## src/rtl/pe_result_drain.sv

```systemverilog
// Drains VECTOR_SIZE result words from the shared result BRAM after a PE done pulse
// and streams them out in index order through a small credit-managed output FIFO.
module pe_result_drain #(
  parameter int          DATA_WIDTH  = 32,
  parameter int          VECTOR_SIZE = 64,
  parameter logic [31:0] BASE_ADDR   = 32'h0,
  parameter int          FIFO_DEPTH  = 4,
  localparam int         IDX_W       = (VECTOR_SIZE > 1) ? $clog2(VECTOR_SIZE) : 1
) (
  input  logic                  aclk,
  input  logic                  aresetn,
  input  logic                  pe_done,
  output logic                  busy,
  output logic                  drain_done,
  output logic                  overrun,
  output logic [1:0]            dbg_state,
  output logic [31:0]           BRAM_ADDR,
  output logic                  BRAM_EN,
  output logic [3:0]            BRAM_WE,
  output logic                  BRAM_CLK,
  input  logic [31:0]           BRAM_RDDATA,
  output logic [DATA_WIDTH-1:0] m_tdata,
  output logic [IDX_W-1:0]      m_tindex,
  output logic                  m_tvalid,
  input  logic                  m_tready,
  output logic                  m_tlast
);

  localparam int PTR_W = (FIFO_DEPTH > 1) ? $clog2(FIFO_DEPTH) : 1;
  localparam int OCC_W = PTR_W + 1;

  localparam logic [1:0] S_IDLE  = 2'd0;
  localparam logic [1:0] S_READ  = 2'd1;
  localparam logic [1:0] S_FLUSH = 2'd2;

  localparam logic [IDX_W-1:0] LAST_IDX = IDX_W'(VECTOR_SIZE - 1);

  logic [1:0]       state_q, state_d;
  logic [IDX_W-1:0] rd_idx_q, rd_idx_d;
  logic [31:0]      addr_q, addr_d;
  logic             inflight_q, inflight_d;
  logic [IDX_W-1:0] infl_idx_q, infl_idx_d;
  logic             overrun_q, overrun_d;
  logic [PTR_W-1:0] wr_ptr_q, wr_ptr_d;
  logic [PTR_W-1:0] rd_ptr_q, rd_ptr_d;
  logic [OCC_W-1:0] occ_q, occ_d;

  logic [DATA_WIDTH-1:0] mem_data [FIFO_DEPTH];
  logic [IDX_W-1:0]      mem_idx  [FIFO_DEPTH];

  logic        issue;
  logic        push;
  logic        pop;
  logic [31:0] issue_addr;

  // A read is only issued when the FIFO is guaranteed a free slot for its return data,
  // counting the read still in flight, so pushes can never be refused.
  assign issue      = (state_q == S_READ) &&
                      ((occ_q + OCC_W'(inflight_q)) < OCC_W'(FIFO_DEPTH));
  assign issue_addr = BASE_ADDR + (32'(rd_idx_q) << 2);
  assign push       = inflight_q;
  // Stream handshake: a word transfers on every clock where m_tvalid & m_tready; while
  // m_tvalid is high and m_tready low, data/index/last hold and m_tvalid stays high.
  assign pop        = m_tvalid && m_tready;

  assign busy       = (state_q != S_IDLE);
  assign drain_done = (state_q == S_FLUSH) && (occ_q == '0) && !inflight_q;
  assign overrun    = overrun_q;
  assign dbg_state  = state_q;

  assign BRAM_EN    = issue;
  assign BRAM_ADDR  = issue ? issue_addr : addr_q;
  assign BRAM_WE    = 4'h0;
  assign BRAM_CLK   = aclk;

  assign m_tvalid   = (occ_q != '0);
  assign m_tdata    = m_tvalid ? mem_data[rd_ptr_q] : '0;
  assign m_tindex   = m_tvalid ? mem_idx[rd_ptr_q] : '0;
  assign m_tlast    = m_tvalid && (mem_idx[rd_ptr_q] == LAST_IDX);

  always_comb begin
    state_d    = state_q;
    rd_idx_d   = rd_idx_q;
    addr_d     = addr_q;
    inflight_d = issue;
    infl_idx_d = issue ? rd_idx_q : infl_idx_q;
    overrun_d  = overrun_q | (pe_done & (state_q != S_IDLE));
    wr_ptr_d   = push ? wr_ptr_q + PTR_W'(1) : wr_ptr_q;
    rd_ptr_d   = pop ? rd_ptr_q + PTR_W'(1) : rd_ptr_q;
    occ_d      = occ_q + OCC_W'(push) - OCC_W'(pop);

    if (issue) begin
      rd_idx_d = rd_idx_q + IDX_W'(1);
      addr_d   = issue_addr;
    end

    case (state_q)
      S_IDLE: begin
        rd_idx_d = '0;
        if (pe_done) state_d = S_READ;
      end
      S_READ: begin
        if (issue && (rd_idx_q == LAST_IDX)) state_d = S_FLUSH;
      end
      S_FLUSH: begin
        if (drain_done) begin
          state_d  = S_IDLE;
          rd_idx_d = '0;
        end
      end
      default: begin
        state_d  = S_IDLE;
        rd_idx_d = '0;
      end
    endcase
  end

  always_ff @(posedge aclk or negedge aresetn) begin
    if (!aresetn) begin
      state_q    <= S_IDLE;
      rd_idx_q   <= '0;
      addr_q     <= BASE_ADDR;
      inflight_q <= 1'b0;
      infl_idx_q <= '0;
      overrun_q  <= 1'b0;
      wr_ptr_q   <= '0;
      rd_ptr_q   <= '0;
      occ_q      <= '0;
    end else begin
      state_q    <= state_d;
      rd_idx_q   <= rd_idx_d;
      addr_q     <= addr_d;
      inflight_q <= inflight_d;
      infl_idx_q <= infl_idx_d;
      overrun_q  <= overrun_d;
      wr_ptr_q   <= wr_ptr_d;
      rd_ptr_q   <= rd_ptr_d;
      occ_q      <= occ_d;
    end
  end

  // Storage needs no reset: outputs are gated by occupancy, which is reset.
  always_ff @(posedge aclk) begin
    if (push) begin
      mem_data[wr_ptr_q] <= DATA_WIDTH'(BRAM_RDDATA);
      mem_idx[wr_ptr_q]  <= infl_idx_q;
    end
  end

endmodule

```

## config.mk

```make
export PLATFORM = sky130hd
export DESIGN_NAME = pe_result_drain
export DESIGN_NICKNAME = d
export VERILOG_FILES = /design/src/rtl/pe_result_drain.sv
export SDC_FILE = /design/constraint.sdc
export NUM_CORES = 1
export LEC_CHECK = 0
export CORE_UTILIZATION = 50
export CTS_BUF_LIST = sky130_fd_sc_hd__clkbuf_4
export DETAILED_ROUTE_END_ITERATION = 8
export GPL_TIMING_DRIVEN = 0
export HOLD_SLACK_MARGIN = 0.08
export MAX_ROUTING_LAYER = met4
export PLACE_DENSITY = 0.75
export SYNTH_ARGS = -nofsm -noshare
export SYNTH_HDL_FRONTEND = slang
export SYNTH_SLANG_ARGS = --single-unit
export TNS_END_PERCENT = 30
```

## constraint.sdc

```tcl
create_clock -name aclk -period 4.01 [get_ports aclk]
set_input_delay 0.401 -clock aclk [delete_from_list [all_inputs] [get_ports aclk]]
set_output_delay 0.401 -clock aclk [all_outputs]
set_load 0.005 [all_outputs]
```

==> results.toml <==
[outcome]
status = "finished, final reports clean"

[place]
gp_congestion = 0.738
dp_worst_setup_slack_ns = 1.08
hpwl_mm = 9.69
place_area_mm2 = 0.00950
dpl.cell_count = 766
port_buffers = 114

[synth]
yosys.cell_types.count = 33
synth_compound_area_share_pct = 0.611
synth.avg_cell_area_um2 = 18.4
synth_top_family_by_area = "multiplexers"
syn-cell-area_mm2 = 0.00798
synth-simple-area-share_pct = 8.42
synth.area.mux_share_pct = 11.0
synth_area_leaders = "edfxtp_1 (57%), dfrtp_1 (17%), mux4_2 (9.9%)"
synth_top_cell_area_share_pct = 57.2
synth_fa_ha_area_share_pct = 1.88
syn_inst = 433
synth_xor_area_share_pct = 1.19
yosys.area.top_type = "edfxtp_1"
synth-seq-cells = 207
ys_seq_area_share_pct = 74.4
synth_warnings = 0

[critical_path]
crit_type = "flip-flop to output port"
cpLargestDelayFamily = "buffers and inverters"
worst_setup_path_end_kind = "output port"
cpMaxStageDelayCell = "clkdlybuf4s50_1"
crit_chain = "ha_1 -> ha_1 -> xnor2_2 -> nand2_1 -> buf_2 -> buf_2 -> nand2_1 -> nand2_1 -> clkdlybuf4s50_1"
crit_path_max_fanout = 10
critPathArrivalTime_ns = 3.11
slowest_delay_ns = 0.47
cp_data_required_time_ns = 3.61
critPathBufInv = 3
cp-start-kind = "flip-flop"
crit_path_frequent_cell = "nand2_1"
r2r_slack_ns = 1.99

[power_and_ir_drop]
pwr-share-comb_pct = 33.2
power_leakage_uw = 0.00390
net-switching-power_uw = 1880
p_per_area_mw_per_mm2 = 666
vdd_drop_max_uv = 338
seqPwrFrac_pct = 40.2
clkPwrFrac_pct = 26.7
switching_share_pct = 27.7
internal_power_uw = 4900

[global_route]
grt_antenna_before_repair = 1
first_global_vias = 4911
grt_use_total_pct = 20.4
grt_pass1_wl_mm = 24.4
grt_overflow_total = 0
grt_max_degree = 32

[die]
ioPinCount = 119
start_util_pct = 51.9
core_mm2 = 0.0154
dieArea_mm2 = 0.0165
die_y_um = 128
die_x_um = 128
rows = 45

[sta]
maxSlewHeadroom_pct = 60.5
fin_crit_ns = 3.52
hold_viol_final = 0
rsz0062_at_grt = "no"
skew_ns = 0.0587
setup_viol = 0
layout_setup_ws_ns = 0.495
tightest_slew_ns = 0.593
final-max-slew-violation-count = 0
fin_crit_sh_pct = 87.7
max_freq_ghz = 0.284
final.setup.tns_ns = 0

[clock_tree]
cts_hold_buf = 1
clk_latency_ns = 0.76
cts_setup_buffers = 0
path_clk_slew_ns = 0.06
cts_tree = "built"
post_cts_resize_count = 0

[cells_and_area]
mostFrequentLayoutCells = "edfxtp_1 (152), clkdlybuf4s50_1 (113), clkbuf_4 (81)"
final_common_cell = "edfxtp_1"
design_area_mm2 = 0.0102
ff_latch_area_mm2 = 0.00594
fin_cells = 858
drive_above_1_share_pct = 22.8
fin_nets = 661
n_fill_cell = 1096
area_delta_synth_final_pct = 27.5
multi_input_area_mm2 = 0.00186

[detailed_routing]
via_per_inst = 5.06
final_antenna_net_count = 0
first_iter_violations = 157
drc = 0
vias = 4344
wl_per_cell_um = 17.7
routed_wl_mm = 15.2
drtPass1Iterations = 6

[run]
maxCapViolations = 0

[hold_path]
worstHoldPathType = "input pin to async pin"
-- flip-flops by register name, indices dropped and copies added (netlist names), 2 cells and up --
register / count
addr_q: 32
dbg_state: 2
infl_idx_q: 6
mem_data: 128
mem_idx: 24
occ_q: 3
rd_idx_q: 6
rd_ptr_q: 2
wr_ptr_q: 2
-- path summary, 6_finish.rpt --
kind	from	to	cells after the start
min in group aclk	pe_done	overrun$_DFF_PN0_	2
max in group asynchronous	aresetn	dbg_state[1]$_DFFE_PN0P_	3
setup / recovery	inflight_q$_DFF_PN0_	BRAM_ADDR[4]	9
hold reg to reg	overrun$_DFF_PN0_	overrun$_DFF_PN0_	1
setup reg to reg	inflight_q$_DFF_PN0_	addr_q[3]$_DFF_PN0_	8
hold / removal	aresetn	inflight_q$_DFF_PN0_	2
-- area by class of cell --
class / instances / share of cell area, %
Antenna cell: 1 / 0.0246
Buffer: 23 / 1.56
Clock buffer: 82 / 6.07
Clock inverter: 9 / 0.602
Inverter: 10 / 0.369
Multi-Input combinational cell: 196 / 18.3
Sequential cell: 207 / 58.3
Tap cell: 211 / 2.59
Timing Repair Buffer: 119 / 12.1
-- power groups by stage --
stage               logic [uW]  registers [uW]  clock network (uW)
floorplan                 1260            2740                16.2
global placement          2210            2760                34.8
CTS                       2300            2720                1870
global route              2450            2740                1970
finish                    2250            2720                1810
detailed placement        2290            2770                34.8
-- Yosys cell counts (all sizes together) --
cell	number
dfrtp	55
nand3	3
buf	16
and2	70
xnor2	4
nor2	5
o21a	1
and3	3
o41ai	1
o21ai	3
nand2	36
xor2	6
conb	1
nand2b	1
mux2i	1
inv	9
or3	1
ha	12
clkbuf	7
nor3b	1
edfxtp	152
mux4	38
clkinv	1
a21o	1
a21oi	2
and4	1
nand4	2
-- kinds of logic (layout without fill, tap and decap cells) --
kind of cell             Yosys count  count (layout)
adder cells (fa/ha/maj)           12              12
XOR/XNOR                          10              10
AO/OA/AOI/OAI                      8               8
flip-flops                       207             207
multiplexers                      39              39
buffers and inverters             33             243
other                              1               5
AND/OR/NAND/NOR                  123             123
-- through the flow --
step	hold slack, ns	power [uW]	util (%)
6_report	0.180	6780	66.2
3_3_place_gp	0.443	5010	61.2
5_1_grt	0.207	7170	66.2
4_1_cts	0.142	6890	66.2
2_1_floorplan	0.105	4010	-
3_5_place_dp	0.441	5090	61.8
-- routing by layer --
| metal | track usage [%] | vias up | routed length, um |
|---|---|---|---|
| li1 | - | 1984 | - |
| met1 | 24.4 | 2179 | 6420 |
| met2 | 32.8 | 148 | 7620 |
| met3 | 5.36 | 33 | 863 |
| met4 | 8.79 | 0 | 285 |
| met5 | - | - | 0 |
Power figures use the tool's default switching activity.
